`config.mk`:
```
export PLATFORM = sky130hd
export DESIGN_NAME = accel_multi_axis_sequencer
export DESIGN_NICKNAME = d
export VERILOG_FILES = /design/src/rtl/accel_seq_pkg.sv /design/src/rtl/accel_axis_cmp.sv /design/src/rtl/accel_multi_axis_sequencer.sv
export SDC_FILE = /design/constraint.sdc
export NUM_CORES = 1
export LEC_CHECK = 0
export ABC_AREA = 1
export BUFFER_PORTS_ARGS = -buffer_cell sky130_fd_sc_hd__buf_2
export CAP_MARGIN = 0
export CORE_UTILIZATION = 50
export CTS_CLUSTER_DIAMETER = 120
export CTS_CLUSTER_SIZE = 10
export DETAILED_ROUTE_END_ITERATION = 8
export GPL_TIMING_DRIVEN = 0
export HOLD_SLACK_MARGIN = 0.1
export PLACE_DENSITY = 0.76
export SYNTH_ARGS = -nofsm -noshare
export SYNTH_HDL_FRONTEND = slang
export SYNTH_HIERARCHICAL = 1
export SYNTH_SLANG_ARGS = --single-unit
```
`constraint.sdc`:
```
create_clock -name clk_in -period 2.6 [get_ports clk_in]
set_clock_uncertainty 0.2 [all_clocks]
set_input_delay 0.39 -clock clk_in [delete_from_list [all_inputs] [get_ports clk_in]]
set_output_delay 0.39 -clock clk_in [all_outputs]
set_load 0.005 [all_outputs]
```
`src/rtl/accel_seq_pkg.sv`:
```
`default_nettype none
// accel_seq_pkg: sequencer states, LIS3DH command words, init table, LED patterns
// and the signed threshold classifier shared by the sequencer blocks. Rev 1.0
package accel_seq_pkg;

  typedef enum logic [3:0] {
    WHOAMI      = 4'd0,
    WHOAMI_WAIT = 4'd1,
    CHECK       = 4'd2,
    INIT        = 4'd3,
    INIT_WAIT   = 4'd4,
    READ        = 4'd5,
    READ_WAIT   = 4'd6,
    COMPARE     = 4'd7,
    PERIOD      = 4'd8,
    FAULT       = 4'd9
  } state_t;

  typedef enum logic [1:0] {
    CLS_CEN = 2'd0,
    CLS_POS = 2'd1,
    CLS_NEG = 2'd2
  } cls_t;

  localparam logic [15:0] CMD_WHOAMI    = 16'h8F00;
  localparam logic [7:0]  OUT_X_L_RD_AI = 8'hE8;
  localparam logic [5:0]  NBITS_16      = 6'd15;
  localparam logic [5:0]  NBITS_24      = 6'd23;

  localparam int INIT_LEN = 3;
  // Entry 0 is sent first: CTRL_REG1, TEMP_CFG, CTRL_REG4 (BDU + HR).
  localparam logic [INIT_LEN-1:0][15:0] INIT_TABLE = {16'h2388, 16'h1FC0, 16'h2077};

  localparam logic [7:0] LED_NEG = 8'hE0;
  localparam logic [7:0] LED_POS = 8'h07;
  localparam logic [7:0] LED_CEN = 8'h18;

  function automatic cls_t classify(input logic [7:0] hi, input logic signed [7:0] th);
    logic signed [7:0] h;
    h = $signed(hi);
    if (h < -th) return CLS_NEG;
    if (h > th)  return CLS_POS;
    return CLS_CEN;
  endfunction

endpackage
`default_nettype wire

```
`src/rtl/accel_axis_cmp.sv`:
```
`default_nettype none
// accel_axis_cmp: signed 8-bit threshold band on one axis high byte; direction
// holds while the sample sits inside the band. Rev 1.0
module accel_axis_cmp
  import accel_seq_pkg::*;
#(
  parameter int THRESH = 32
) (
  input  logic       clk_in,
  input  logic       nrst,
  input  logic       en,
  input  logic [7:0] hi_byte,
  output logic       direction,
  output logic       centred
);

  localparam logic signed [7:0] TH = 8'(THRESH);

  cls_t cls;
  assign cls = classify(hi_byte, TH);

  always_ff @(posedge clk_in or negedge nrst) begin
    if (!nrst) begin
      direction <= 1'b0;
      centred   <= 1'b0;
    end else if (en) begin
      case (cls)
        CLS_NEG: begin
          direction <= 1'b0;
          centred   <= 1'b0;
        end
        CLS_POS: begin
          direction <= 1'b1;
          centred   <= 1'b0;
        end
        default: centred <= 1'b1;
      endcase
    end
  end

endmodule
`default_nettype wire

```
`src/rtl/accel_multi_axis_sequencer.sv`:
```
`default_nettype none
// accel_multi_axis_sequencer: LIS3DH probe/init, then periodic multi-axis reads
// over the 32-bit SPI master handshake with per-axis direction tracking. Rev 1.0
module accel_multi_axis_sequencer
  import accel_seq_pkg::*;
#(
  parameter int         NUM_AXES    = 3,
  parameter int         SAMPLE_DIV  = 50000,
  parameter int         THRESH      = 32,
  parameter logic [7:0] WHOAMI_ID   = 8'h33,
  parameter int         MAX_RETRY   = 3,
  parameter int         SPI_TIMEOUT = 4096
) (
  input  logic                     clk_in,
  input  logic                     nrst,
  output logic [31:0]              spi_mosi_data,
  input  logic [31:0]              spi_miso_data,
  output logic [5:0]               spi_nbits,
  output logic                     spi_request,
  input  logic                     spi_ready,
  output logic [16*NUM_AXES-1:0]   acc_data,
  output logic                     acc_valid,
  output logic [NUM_AXES-1:0]      direction,
  output logic [NUM_AXES-1:0]      centred,
  output logic                     fault,
  output logic [7:0]               led_out
);

  localparam int PW = $clog2(SAMPLE_DIV + 1);
  localparam int WW = $clog2(SPI_TIMEOUT + 1);
  localparam int RW = $clog2(MAX_RETRY + 1);

  localparam logic [PW-1:0]    PERIOD_LAST = PW'(SAMPLE_DIV - 1);
  localparam logic [PW-1:0]    PERIOD_ONE  = (SAMPLE_DIV > 1) ? PW'(1) : '0;
  localparam logic [WW-1:0]    WAIT_LAST   = WW'(SPI_TIMEOUT - 1);
  localparam logic [RW-1:0]    RETRY_LAST  = RW'(MAX_RETRY - 1);
  localparam logic [1:0]       AXIS_LAST   = 2'(NUM_AXES - 1);
  localparam logic [1:0]       INIT_LAST   = 2'(INIT_LEN - 1);
  localparam logic signed [7:0] TH         = 8'(THRESH);

  generate
    if (NUM_AXES < 1 || NUM_AXES > 3) begin : g_bad_axes
      $error("NUM_AXES must be in 1..3");
    end
    if (THRESH < 1 || THRESH > 127) begin : g_bad_thresh
      $error("THRESH must be in 1..127");
    end
    if (SAMPLE_DIV < 1 || MAX_RETRY < 1 || SPI_TIMEOUT < 1) begin : g_bad_counts
      $error("SAMPLE_DIV, MAX_RETRY and SPI_TIMEOUT must be >= 1");
    end
  endgenerate

  state_t          state, next_state;
  logic            issue_en;
  logic [RW-1:0]   retry;
  logic [1:0]      axis;
  logic [1:0]      init_idx;
  logic [WW-1:0]   wait_cnt;
  logic [PW-1:0]   period_cnt;
  logic            wait_expired;
  logic [7:0]      read_cmd;
  logic            unused_miso;

  assign wait_expired = !spi_ready && (wait_cnt == WAIT_LAST);
  assign read_cmd     = OUT_X_L_RD_AI + {5'd0, axis, 1'b0};
  assign unused_miso  = ^spi_miso_data[31:16];

  always_ff @(posedge clk_in or negedge nrst) begin
    if (!nrst) state <= WHOAMI;
    else       state <= next_state;
  end

  always_comb begin
    next_state = state;
    case (state)
      WHOAMI:      if (issue_en) next_state = WHOAMI_WAIT;
      WHOAMI_WAIT: if (spi_ready) next_state = CHECK;
                   else if (wait_expired) next_state = FAULT;
      CHECK:       if (led_out == WHOAMI_ID) next_state = INIT;
                   else if (retry == RETRY_LAST) next_state = FAULT;
                   else next_state = WHOAMI;
      INIT:        next_state = INIT_WAIT;
      INIT_WAIT:   if (spi_ready) next_state = (init_idx == INIT_LAST) ? READ : INIT;
                   else if (wait_expired) next_state = FAULT;
      READ:        next_state = READ_WAIT;
      READ_WAIT:   if (spi_ready) next_state = (axis == AXIS_LAST) ? COMPARE : READ;
                   else if (wait_expired) next_state = FAULT;
      COMPARE:     next_state = PERIOD;
      PERIOD:      if (period_cnt == PERIOD_LAST) next_state = READ;
      FAULT:       next_state = FAULT;
      default:     next_state = WHOAMI;
    endcase
  end

  // issue_en keeps the first post-reset cycle quiet so every output reads 0 in reset.
  always_comb begin
    spi_request   = 1'b0;
    spi_nbits     = '0;
    spi_mosi_data = '0;
    if (issue_en) begin
      case (state)
        WHOAMI: begin
          spi_request   = 1'b1;
          spi_nbits     = NBITS_16;
          spi_mosi_data = {16'h0000, CMD_WHOAMI};
        end
        INIT: begin
          spi_request   = 1'b1;
          spi_nbits     = NBITS_16;
          spi_mosi_data = {16'h0000, INIT_TABLE[init_idx]};
        end
        READ: begin
          spi_request   = 1'b1;
          spi_nbits     = NBITS_24;
          spi_mosi_data = {8'h00, read_cmd, 16'h0000};
        end
        default: ;
      endcase
    end
  end

  always_ff @(posedge clk_in or negedge nrst) begin
    if (!nrst) begin
      issue_en   <= 1'b0;
      retry      <= '0;
      axis       <= '0;
      init_idx   <= '0;
      wait_cnt   <= '0;
      period_cnt <= '0;
      acc_data   <= '0;
      acc_valid  <= 1'b0;
      fault      <= 1'b0;
      led_out    <= '0;
    end else begin
      issue_en  <= 1'b1;
      acc_valid <= (state == COMPARE);
      fault     <= (next_state == FAULT);

      if (state != next_state)       wait_cnt <= '0;
      else if (wait_cnt != WAIT_LAST) wait_cnt <= wait_cnt + WW'(1);

      // Round start is the axis-0 READ issue; the count saturates at the period end.
      if (state == READ && axis == 2'd0) period_cnt <= PERIOD_ONE;
      else if (period_cnt != PERIOD_LAST) period_cnt <= period_cnt + PW'(1);

      case (state)
        WHOAMI_WAIT: if (spi_ready) led_out <= spi_miso_data[7:0];
        CHECK: begin
          if (led_out == WHOAMI_ID) init_idx <= '0;
          else                      retry    <= retry + RW'(1);
        end
        INIT_WAIT: if (spi_ready) begin
          init_idx <= init_idx + 2'd1;
          axis     <= '0;
        end
        READ_WAIT: if (spi_ready) begin
          for (int i = 0; i < NUM_AXES; i++) begin
            if (axis == 2'(i)) acc_data[16*i +: 16] <= {spi_miso_data[7:0], spi_miso_data[15:8]};
          end
          axis <= (axis == AXIS_LAST) ? 2'd0 : axis + 2'd1;
        end
        COMPARE: begin
          case (classify(acc_data[15:8], TH))
            CLS_NEG: led_out <= LED_NEG;
            CLS_POS: led_out <= LED_POS;
            default: led_out <= LED_CEN;
          endcase
        end
        default: ;
      endcase
    end
  end

  genvar g;
  generate
    for (g = 0; g < NUM_AXES; g++) begin : g_axis
      accel_axis_cmp #(
        .THRESH (THRESH)
      ) u_cmp (
        .clk_in    (clk_in),
        .nrst      (nrst),
        .en        (state == COMPARE),
        .hi_byte   (acc_data[16*g+15 -: 8]),
        .direction (direction[g]),
        .centred   (centred[g])
      );
    end
  endgenerate

endmodule
`default_nettype wire

```
==> results of run 1 <==
==> what timing repair did <==
action	4_1_cts	5_1_grt
buffers inserted	0	0
setup endpoints to repair	5	15
hold buffers	8	2
endpoints found under the hold margin	61	2
resized for setup	2	8
==> per-layer routing <==
metal,part of all wire,vias to the layer above
met2,0.50,116
li1,-,2345
met5,0,-
met4,0.014,0
met3,0.055,15
met1,0.43,2251
==> cell type report <==
cell class / count / area share
sequential: 104 / 0.403
tap: 136 / 0.0263
clock buffer: 9 / 0.0192
clock inverter: 7 / 0.0132
inverter: 100 / 0.0580
timing repair buffer: 120 / 0.104
buffer: 36 / 0.0360
multi-input combinational: 441 / 0.340
==> placed cells by master (no fill, tap or decap), types with 13 or more instances in the layout <==
master,netlist,final
nor2_1,55,53
buf_2,2,111
conb_1,2,13
o21ai_0,79,78
nor2_2,20,20
dfrtp_1,104,103
nand2_1,157,157
inv_1,93,93
buf_4,23,24
a21oi_1,13,13
nor3_1,13,13
nand3_1,34,34
==> stage by stage <==
stage | power (mW) | hold WS [ns] | TNS, ns | util
2_1_floorplan | 3.76 | -0.106 | 0 | -
3_3_place_gp | 4.44 | 0.264 | -15.44 | 0.589
3_5_place_dp | 4.53 | 0.260 | 0 | 0.592
4_1_cts | 5.59 | 0.102 | 0 | 0.620
5_1_grt | 6.02 | 0.146 | 0 | 0.624
6_report | 5.57 | 0.124 | 0 | 0.624
==> kinds of logic after synthesis <==
family / after synthesis
AND/OR/NAND/NOR: 311
buffers and inverters: 136
other: 2
AO/OA/AOI/OAI: 102
flip-flops: 104
XOR/XNOR: 9
adder cells (fa/ha/maj): 6
==> worst reg2reg max path: cells and delay by family (launching register included) <==
family	cells	cell delay, ns
buffers and inverters	3	0.43
AOI/OAI and AO/OA	1	0.23
and+or+nand+nor	3	0.71
DFF	1	0.48
==> sequential cells by signal, indices dropped and copies added (netlist names), 2 cells and up <==
name and count:
state 4, g_axis.u_cmp/centred 3, acc_data 48, led_out 8, init_idx 2, period_cnt 16
wait_cnt 13, axis 2, retry 2, g_axis.u_cmp/direction 3
==> power groups by stage <==
stage / Combinational [mW] / Sequential [mW] / Clock (mW)
after global routing: 2.42 / 2.47 / 1.12
final: 2.13 / 2.41 / 1.03
after CTS: 2.13 / 2.41 / 1.05
after global placement: 2.03 / 2.41 / 0
after floorplan: 1.36 / 2.40 / 0
after detailed placement: 2.10 / 2.43 / 0
==> final timing paths <==
kind / startpoint / endpoint / slack [ns] / cells past startpoint
max: state[3] / spi_nbits[1] / 0.13 / 8
min reg2reg: acc_data[0] / acc_data[0] / 0.30 / 2
min in group asynchronous: nrst / acc_data[17] / 0.38 / 2
max in group asynchronous: nrst / state[3] / 1.12 / 3
max reg2reg: state[3] / led_out[1] / 0.46 / 7
min: spi_miso_data[2] / led_out[2] / 0.12 / 3
==> flow_summary.ini, run 1 <==
[worst_setup_path]
crit_family = simple AND/OR/NAND/NOR gates
cp_data_required_time_ns = 2.01
path_buf_inv = 4
start_kind = flip-flop
slowest_stage = dfrtp_2
end_kind = output port
worstPathMaxFanout = 10
path_cells = nor2_4 -> inv_2 -> nor2_1 -> nand2_1 -> buf_2 -> nand3_1 -> buf_4 -> buf_2
cp_slowest_stage_delay_ns = 0.48
cp_common_cell = buf_2
cp.arrival_ns = 1.88
worstSetupPathType = flip-flop to output port

[synth]
synth-simple-area-share = 0.269
synth_compound_area_frac = 0.101
synthArstFlopShare = 1.00
synth_ff_type = dfrtp_1
synth_most_common_cell = nand2_1
synthMuxAreaShare = 0
ys_seq_elements = 104
yosys.area_share.xor_xnor = 0.0147
syn_area_um2 = 5350
synth_top_area_cell = dfrtp_1
yosys-top-cells-area = dfrtp_1 49%, nand2_1 11%, o21ai_0 7.4%
synthAdderAreaFrac = 0.0140
yosys_warnings = 6
synth_top_cell_area_share = 0.487
synthTopCellsByCount = 157 x nand2_1, 104 x dfrtp_1, 93 x inv_1, 79 x o21ai_0, 55 x nor2_1
seq_area_frac_synth = 0.487
syn_area_per_cell_um2 = 7.98
synth_top_family_by_area = simple AND/OR/NAND/NOR gates
syn_inst = 670
synth_cell_type_count = 37
synth_edf_count = 0

[layout]
multi_input_area_um2 = 2200
diodes = 0
nets = 853
filler_cell_count = 962
layout-drive-gt1-share = 0.256
ff_latch_area_um2 = 2600
final_cell_area_um2 = 6470
final_cells = 953
area_growth_syn_to_layout_pct = 20.9

[drt]
wl_um = 12600
dr_total_vias = 4727
drc = 0
ant_nets = 0
drt_pass1_iterations = 4
dr.first_iter.drc_count = 225
routedWlPerCell_um = 13.2
vias_per_cell = 4.96

[power_and_ir_drop]
p_switching_mw = 2.26
p_sw_frac = 0.405
seqPwrFrac = 0.433
peakVddDrop_mv = 0.452
p_clk_frac = 0.186
leakagePower_nw = 3.44
p_per_area_nw_per_um2 = 862
power_frac_comb = 0.381
p_int_mw = 3.32

[grt]
track_usage = 0.239
grt_pass1_wl_um = 21400
met3_usage = 0.0501
busiest_layer = met2
grt_pass1_vias = 4623
antenna_found_initial = 0
met1_usage = 0.302
use_met2 = 0.411
grt_max_degree = 55
grt.overflow.total = 0

[clocking]
numCtsBuffers = 9
clk_latency_ns = 0.37
cts_buffer_depth = 2
htree_levels = 3
clk_pin_slew_ns = 0.11
cts_tree = yes
clkSinkCount = 104
cts_root_buf = clkbuf_8

[run]
maxCapViolCount = 0

[floorplanning]
die_y_um = 105
ios = 138
start_util = 0.516
dieWidth_um = 105
fp-row-count = 37
core-area_um2 = 10400
dieArea_um2 = 11100

[placement]
hpwlAfterDp_um = 9360
place.gp.congestion = 0.903
portBuffers = 109
dp.cells = 927
placed_area_um2 = 6140
dpl_worst_slack_ns = 0.329

[min_path]
min_path_type = input port to flip-flop

[sta]
hold_viol = 0
fmax_ghz = 0.405
rsz0062_at_grt = no
slew_headroom = 0.567
tightest_slew_ns = 0.650
setup_viol = 0
layout_setup_ws_ns = 0.132
period_share = 0.949
fin_crit_ns = 2.47
slew_viol_final = 0

[outcome]
status = completed
(Power assumes the default switching activity.)
==> run 2: changes to the inputs <==
--- a/config.mk
+++ b/config.mk
@@ -8,6 +8,7 @@
 export ABC_AREA = 1
 export BUFFER_PORTS_ARGS = -buffer_cell sky130_fd_sc_hd__buf_2
 export CAP_MARGIN = 0
+export CORE_MARGIN = 4
 export CORE_UTILIZATION = 50
 export CTS_CLUSTER_DIAMETER = 120
 export CTS_CLUSTER_SIZE = 10
==> run 2 against run 1 <==
Sequential share of layout area down 0.30 points. Fmax up 0.69%. Die area up 12%. Count of clock-buffer cells in the layout up 1. Via count up 2.2%. Global-route usage down 2.3 points. Non-clock buffer count unchanged. Total power up 5.5%. First-iteration DRC count up 16%.
==> flow_summary.ini, run 2 (synthesis results as in run 1) <==
[worst_setup_path]
cp.arrival_ns = 1.86
worstPathMaxFanout = 10
slowest_stage = dfrtp_2
path_cells = nor2_4 -> inv_2 -> nor2_2 -> nand2_1 -> buf_2 -> o21ai_2 -> buf_4 -> buf_2
cp_data_required_time_ns = 2.01
end_kind = output port
cp_slowest_stage_delay_ns = 0.47
path_buf_inv = 4
cp_common_cell = buf_2
worstSetupPathType = flip-flop to output port
start_kind = flip-flop
crit_family = buffers and inverters

[sta]
fmax_ghz = 0.408
slew_headroom = 0.643
hold_viol = 0
period_share = 0.943
tightest_slew_ns = 0.535
rsz0062_at_grt = no
slew_viol_final = 0
setup_viol = 0
hold_ws_ns = 0.113
fin_crit_ns = 2.45

[drt]
routedWlPerCell_um = 14.0
drc = 0
ant_nets = 0
drt_pass1_iterations = 5
dr_total_vias = 4833
dr.first_iter.drc_count = 262
vias_per_cell = 5.07
wl_um = 13300

[clocking]
numCtsBuffers = 9
cts_tree = yes
clk_pin_slew_ns = 0.11
cts_root_buf = clkbuf_8
clk_latency_ns = 0.38
cts_buffer_depth = 2
clkSinkCount = 104
htree_levels = 3

[grt]
antenna_found_initial = 0
grt_max_degree = 77
grt_pass1_vias = 4709
met3_usage = 0.0625
use_met2 = 0.371
grt.overflow.total = 0
met1_usage = 0.271
track_usage = 0.216
busiest_layer = met2
grt_pass1_wl_um = 22300

[floorplanning]
die_y_um = 111
core-area_um2 = 10400
start_util = 0.516
dieWidth_um = 111
ios = 138
dieArea_um2 = 12400
fp-row-count = 37

[power_and_ir_drop]
fin_total_pwr_mw = 5.88
p_per_area_nw_per_um2 = 902
seqPwrFrac = 0.413
p_clk_frac = 0.219
p_switching_mw = 2.26
p_int_mw = 3.63
leakagePower_nw = 3.47
power_frac_comb = 0.368
p_sw_frac = 0.383
peakVddDrop_mv = 0.606

[run]
maxCapViolCount = 0

[layout]
regMostFlops = acc_data
layout-drive-gt1-share = 0.259
ff_latch_area_um2 = 2610
final_cell_mix = 157 x nand2_1, 111 x buf_2, 102 x dfrtp_1, 93 x inv_1, 78 x o21ai_0
reg.largest.list = acc_data x48, period_cnt x16, wait_cnt x13
nets = 853
multi_input_area_um2 = 2200
largest_register_ffs = 48
diodes = 0
filler_cell_count = 919
final_common_cell = nand2_1
area_growth_syn_to_layout_pct = 21.8

[placement]
portBuffers = 109
place.gp.congestion = 0.898
hpwlAfterDp_um = 9810

[outcome]
status = completed

[min_path]
min_path_type = input port to flip-flop
[run 2: cell count changes in the layout (fill, tap and decap cells not counted), sizes merged]
cell         previous run  this run
dlygate4sd3            10         9
clkinv                  3         0
clkinvlp                1         0
buf                   137       138
bufinv                  0         3
clkbuf                 18        19
[run 2: area by class of cell]
cell class	instances	share of cell area
sequential	104	0.400
buffer	36	0.0357
tap	136	0.0261
timing repair buffer	120	0.103
clock inverter	6	0.0186
clock buffer	10	0.0211
inverter	100	0.0576
multi-input combinational	441	0.338
[run 2: final timing paths]
path / start / endpoint / slack, ns / cells past startpoint
min in group asynchronous: nrst / period_cnt[1] / 0.27 / 2
worst min register to register: g_axis[0].u_cmp/direction / g_axis[0].u_cmp/direction / 0.29 / 2
worst min-delay path: spi_miso_data[14] / acc_data[6] / 0.11 / 3
worst max-delay path: state[2] / spi_mosi_data[11] / 0.15 / 8
worst max register to register: period_cnt[1] / wait_cnt[3] / 0.44 / 12
max in group asynchronous: nrst / led_out[7] / 1.24 / 3
[run 2: tightest hold or removal path, stage by stage]
cell and delay [ns]:
buf_2 0.09, inv_1 0.08, o21ai_0 0.09
[run 2: what timing repair did]
action,4_1_cts,5_1_grt
endpoints found under the setup margin,9,8
hold buffers,9,0
resized for setup,6,5
pin swaps,1,1
setup buffers,0,1
hold endpoints to repair,43,0
[run 2: metal layers]
metal  part of all wire  wire length [um]  vias up
met1               0.41              5530     2324
met3              0.063               837       22
met2               0.51              6760      139
li1                   -                 -     2348
met4              0.016               207        0
met5                  0                 0        -
[run 2: power by group through the flow]
| stage | logic [mW] | clock network [mW] | registers (mW) |
|---|---|---|---|
| final | 2.16 | 1.29 | 2.43 |
| after global placement | 2.04 | 0 | 2.43 |
| after floorplan | 1.36 | 0 | 2.40 |
| after global routing | 2.45 | 1.37 | 2.49 |
| after detailed placement | 2.11 | 0 | 2.44 |
| after CTS | 2.14 | 1.30 | 2.42 |
[run 2: through the flow]
stage	TNS [ns]	util	setup slack [ns]	cells	cell area [um2]
final	0	0.628	0.149	953	6520
after global routing	0	0.628	0.0153	953	6520
after CTS	0	0.627	0.0192	952	6500
after detailed placement	0	0.592	0.283	927	6140
after global placement	-13.65	0.589	-0.140	926	6110
after floorplan	0	-	0.581	681	5390
==> run 3: changes to the inputs <==
--- a/config.mk
+++ b/config.mk
@@ -6,7 +6,7 @@
 export NUM_CORES = 1
 export LEC_CHECK = 0
 export ABC_AREA = 1
-export BUFFER_PORTS_ARGS = -buffer_cell sky130_fd_sc_hd__buf_2
+export BUFFER_PORTS_ARGS = -buffer_cell sky130_fd_sc_hd__buf_4
 export CAP_MARGIN = 0
 export CORE_MARGIN = 4
 export CORE_UTILIZATION = 50
@@ -16,6 +16,7 @@
 export GPL_TIMING_DRIVEN = 0
 export HOLD_SLACK_MARGIN = 0.1
 export PLACE_DENSITY = 0.76
+export RECOVER_POWER = 100
 export SYNTH_ARGS = -nofsm -noshare
 export SYNTH_HDL_FRONTEND = slang
 export SYNTH_HIERARCHICAL = 1
==> run 3 against run 2 <==
Critical path depth unchanged. Design area up 1.6%. Global-route usage down 0.29 points. Count of clock-buffer cells in the layout shrank 1. Critical endpoint is now spi_nbits[1]. Wire length is 2.5% lower.
==> flow_summary.ini, run 3 (synthesis results as in run 1) <==
[worst_setup_path]
r2r-end = wait_cnt[3]
path_buf_inv = 4
rrSetupSlack_ns = 0.22
worstSetupPathType = flip-flop to output port
crit_end = spi_nbits[1]
slowest_stage = dfrtp_1
cp_data_required_time_ns = 2.01
reg2reg_from = period_cnt[1]
crit_family = simple AND/OR/NAND/NOR gates
crit_path_start = state[3]
cp.depth = 8
cp.arrival_ns = 1.87
rr_worst_depth = 12
path_cells = nor2_4 -> inv_2 -> nor2_2 -> nand2_1 -> buf_2 -> nand3_1 -> clkbuf_4 -> buf_4
cp_slowest_stage_delay_ns = 0.47
end_kind = output port
start_kind = flip-flop
worstPathMaxFanout = 10

[power_and_ir_drop]
p_clk_frac = 0.179
seqPwrFrac = 0.431
p_per_area_nw_per_um2 = 853
p_switching_mw = 2.20
power_frac_comb = 0.390
p_int_mw = 3.44
p_sw_frac = 0.390
leakagePower_nw = 3.37
peakVddDrop_mv = 0.481

[grt]
grt_pass1_vias = 4636
grt_max_degree = 105
antenna_found_initial = 0
track_usage = 0.213
grt_pass1_wl_um = 22000
grt.overflow.total = 0

[sta]
fmax_ghz = 0.407
hold_viol = 0
slew_headroom = 0.642
fin_crit_ns = 2.46
slew_viol_final = 0
setup_tns_ns = 0
hold_ws_ns = 0.120
setup_viol = 0
period_share = 0.944
rsz0062_at_grt = no
tightest_slew_ns = 0.537

[drt]
dr.first_iter.drc_count = 258
met1_length_um = 5440
drt_pass1_iterations = 6
dr_total_vias = 4754
wl_met2_um = 6590
vias_per_cell = 4.98
wl_met3_um = 777
wl_um = 13000
highest_layer = met4
drc = 0
ant_nets = 0
routedWlPerCell_um = 13.6

[floorplanning]
fp-row-count = 37
ios = 138
start_util = 0.516
dieArea_um2 = 12400
die_y_um = 111
core-area_um2 = 10400
dieWidth_um = 111

[layout]
largest_register_ffs = 48
final_common_cell = nand2_1
multi_input_area_um2 = 2120
filler_cell_count = 899
final_cell_mix = 159 x nand2_1, 103 x dfrtp_1, 93 x inv_1, 78 x o21ai_0, 73 x clkbuf_4
area_growth_syn_to_layout_pct = 23.8
reg.largest.list = acc_data x48, period_cnt x16, wait_cnt x13
nets = 854
regMostFlops = acc_data
final_cells = 954
post-route-util = 0.639
ff_latch_area_um2 = 2600
diodes = 0
layout-drive-gt1-share = 0.219

[min_path]
holdPathStages = 3
min_path_type = input port to flip-flop

[clocking]
htree_levels = 3
clk_pin_slew_ns = 0.12
cts_tree = yes
cts_buffer_depth = 2
numCtsBuffers = 9
clk_latency_ns = 0.38
clkSinkCount = 104
cts_root_buf = clkbuf_8

[placement]
hpwlAfterDp_um = 9710
portBuffers = 109
place.gp.congestion = 0.863
dp.cells = 926

[run]
maxCapViolCount = 0

[outcome]
status = completed
==> run 3: cell types whose count changed in the layout (fill, tap and decap cells not counted), sizes merged <==
cell         delta
inv             +1
clkinv          +2
dlygate4sd3     +1
buf            -83
bufinv          -3
clkbuf         +82
clkinvlp        +1
==> run 3: worst reg2reg max path, stage by stage, from the launching register on <==
cell     delay, ns
dfrtp_1       0.39
ha_1          0.18
inv_1         0.07
nor2_1        0.26
nand3_2       0.09
nor2_1        0.26
nand2_1       0.17
nand3_1       0.15
nand2_1       0.06
nand2_1       0.06
nand3_1       0.15
buf_6         0.20
nor2_1        0.10
==> run 3: how the worst min path moves through the flow <==
stage	endpoint	slack, ns	start
5_1_grt	acc_data[12]	0.15	spi_miso_data[4]
3_5_place_dp	acc_data[32]	0.28	acc_data[32]
3_3_place_gp	retry[1]	0.27	retry[1]
6_report	acc_data[23]	0.12	spi_miso_data[15]
2_1_floorplan	acc_data[0]	-0.11	nrst
4_1_cts	acc_data[23]	0.11	spi_miso_data[15]
==> run 3: repair_timing <==
| item | in CTS | in global routing |
|---|---|---|
| setup buffers | 0 | 1 |
| pin swaps | 1 | 0 |
| gates resized for setup | 5 | 6 |
| hold buffers | 9 | 1 |
| endpoints found under the hold margin | 14 | 104 |
| cloned | 0 | 0 |
| setup endpoints to repair | 8 | 16 |
==> run 3: layer usage <==
| layer | track usage | up-vias |
|---|---|---|
| li1 | - | 2349 |
| met1 | 0.269 | 2243 |
| met2 | 0.365 | 147 |
| met3 | 0.0489 | 15 |
| met4 | 0.0681 | 0 |
| met5 | 0 | - |
==> run 3: power groups by stage <==
stage          Sequential (mW)  Clock [mW]  Combinational, mW
2_1_floorplan             2.40           0               1.36
3_3_place_gp              2.45           0               2.25
3_5_place_dp              2.46           0               2.31
4_1_cts                   2.44        1.04               2.34
5_1_grt                   2.50        1.10               2.49
6_report                  2.44        1.01               2.20
==> run 3: metrics by stage <==
step | total power [mW] | cell area [um2] | setup slack, ns
2_1_floorplan | 3.76 | 5390 | 0.581
3_3_place_gp | 4.70 | 6380 | 0.287
3_5_place_dp | 4.78 | 6380 | 0.259
4_1_cts | 5.82 | 6680 | 0.00455
5_1_grt | 6.10 | 6620 | 0.0246
6_report | 5.65 | 6620 | 0.145
==> run 3: cell type report <==
class,count,area share
timing repair buffer,121,0.139
clock buffer,9,0.0187
multi-input combinational,441,0.321
tap,136,0.0257
buffer,36,0.0350
clock inverter,7,0.0110
inverter,100,0.0567
sequential,104,0.393
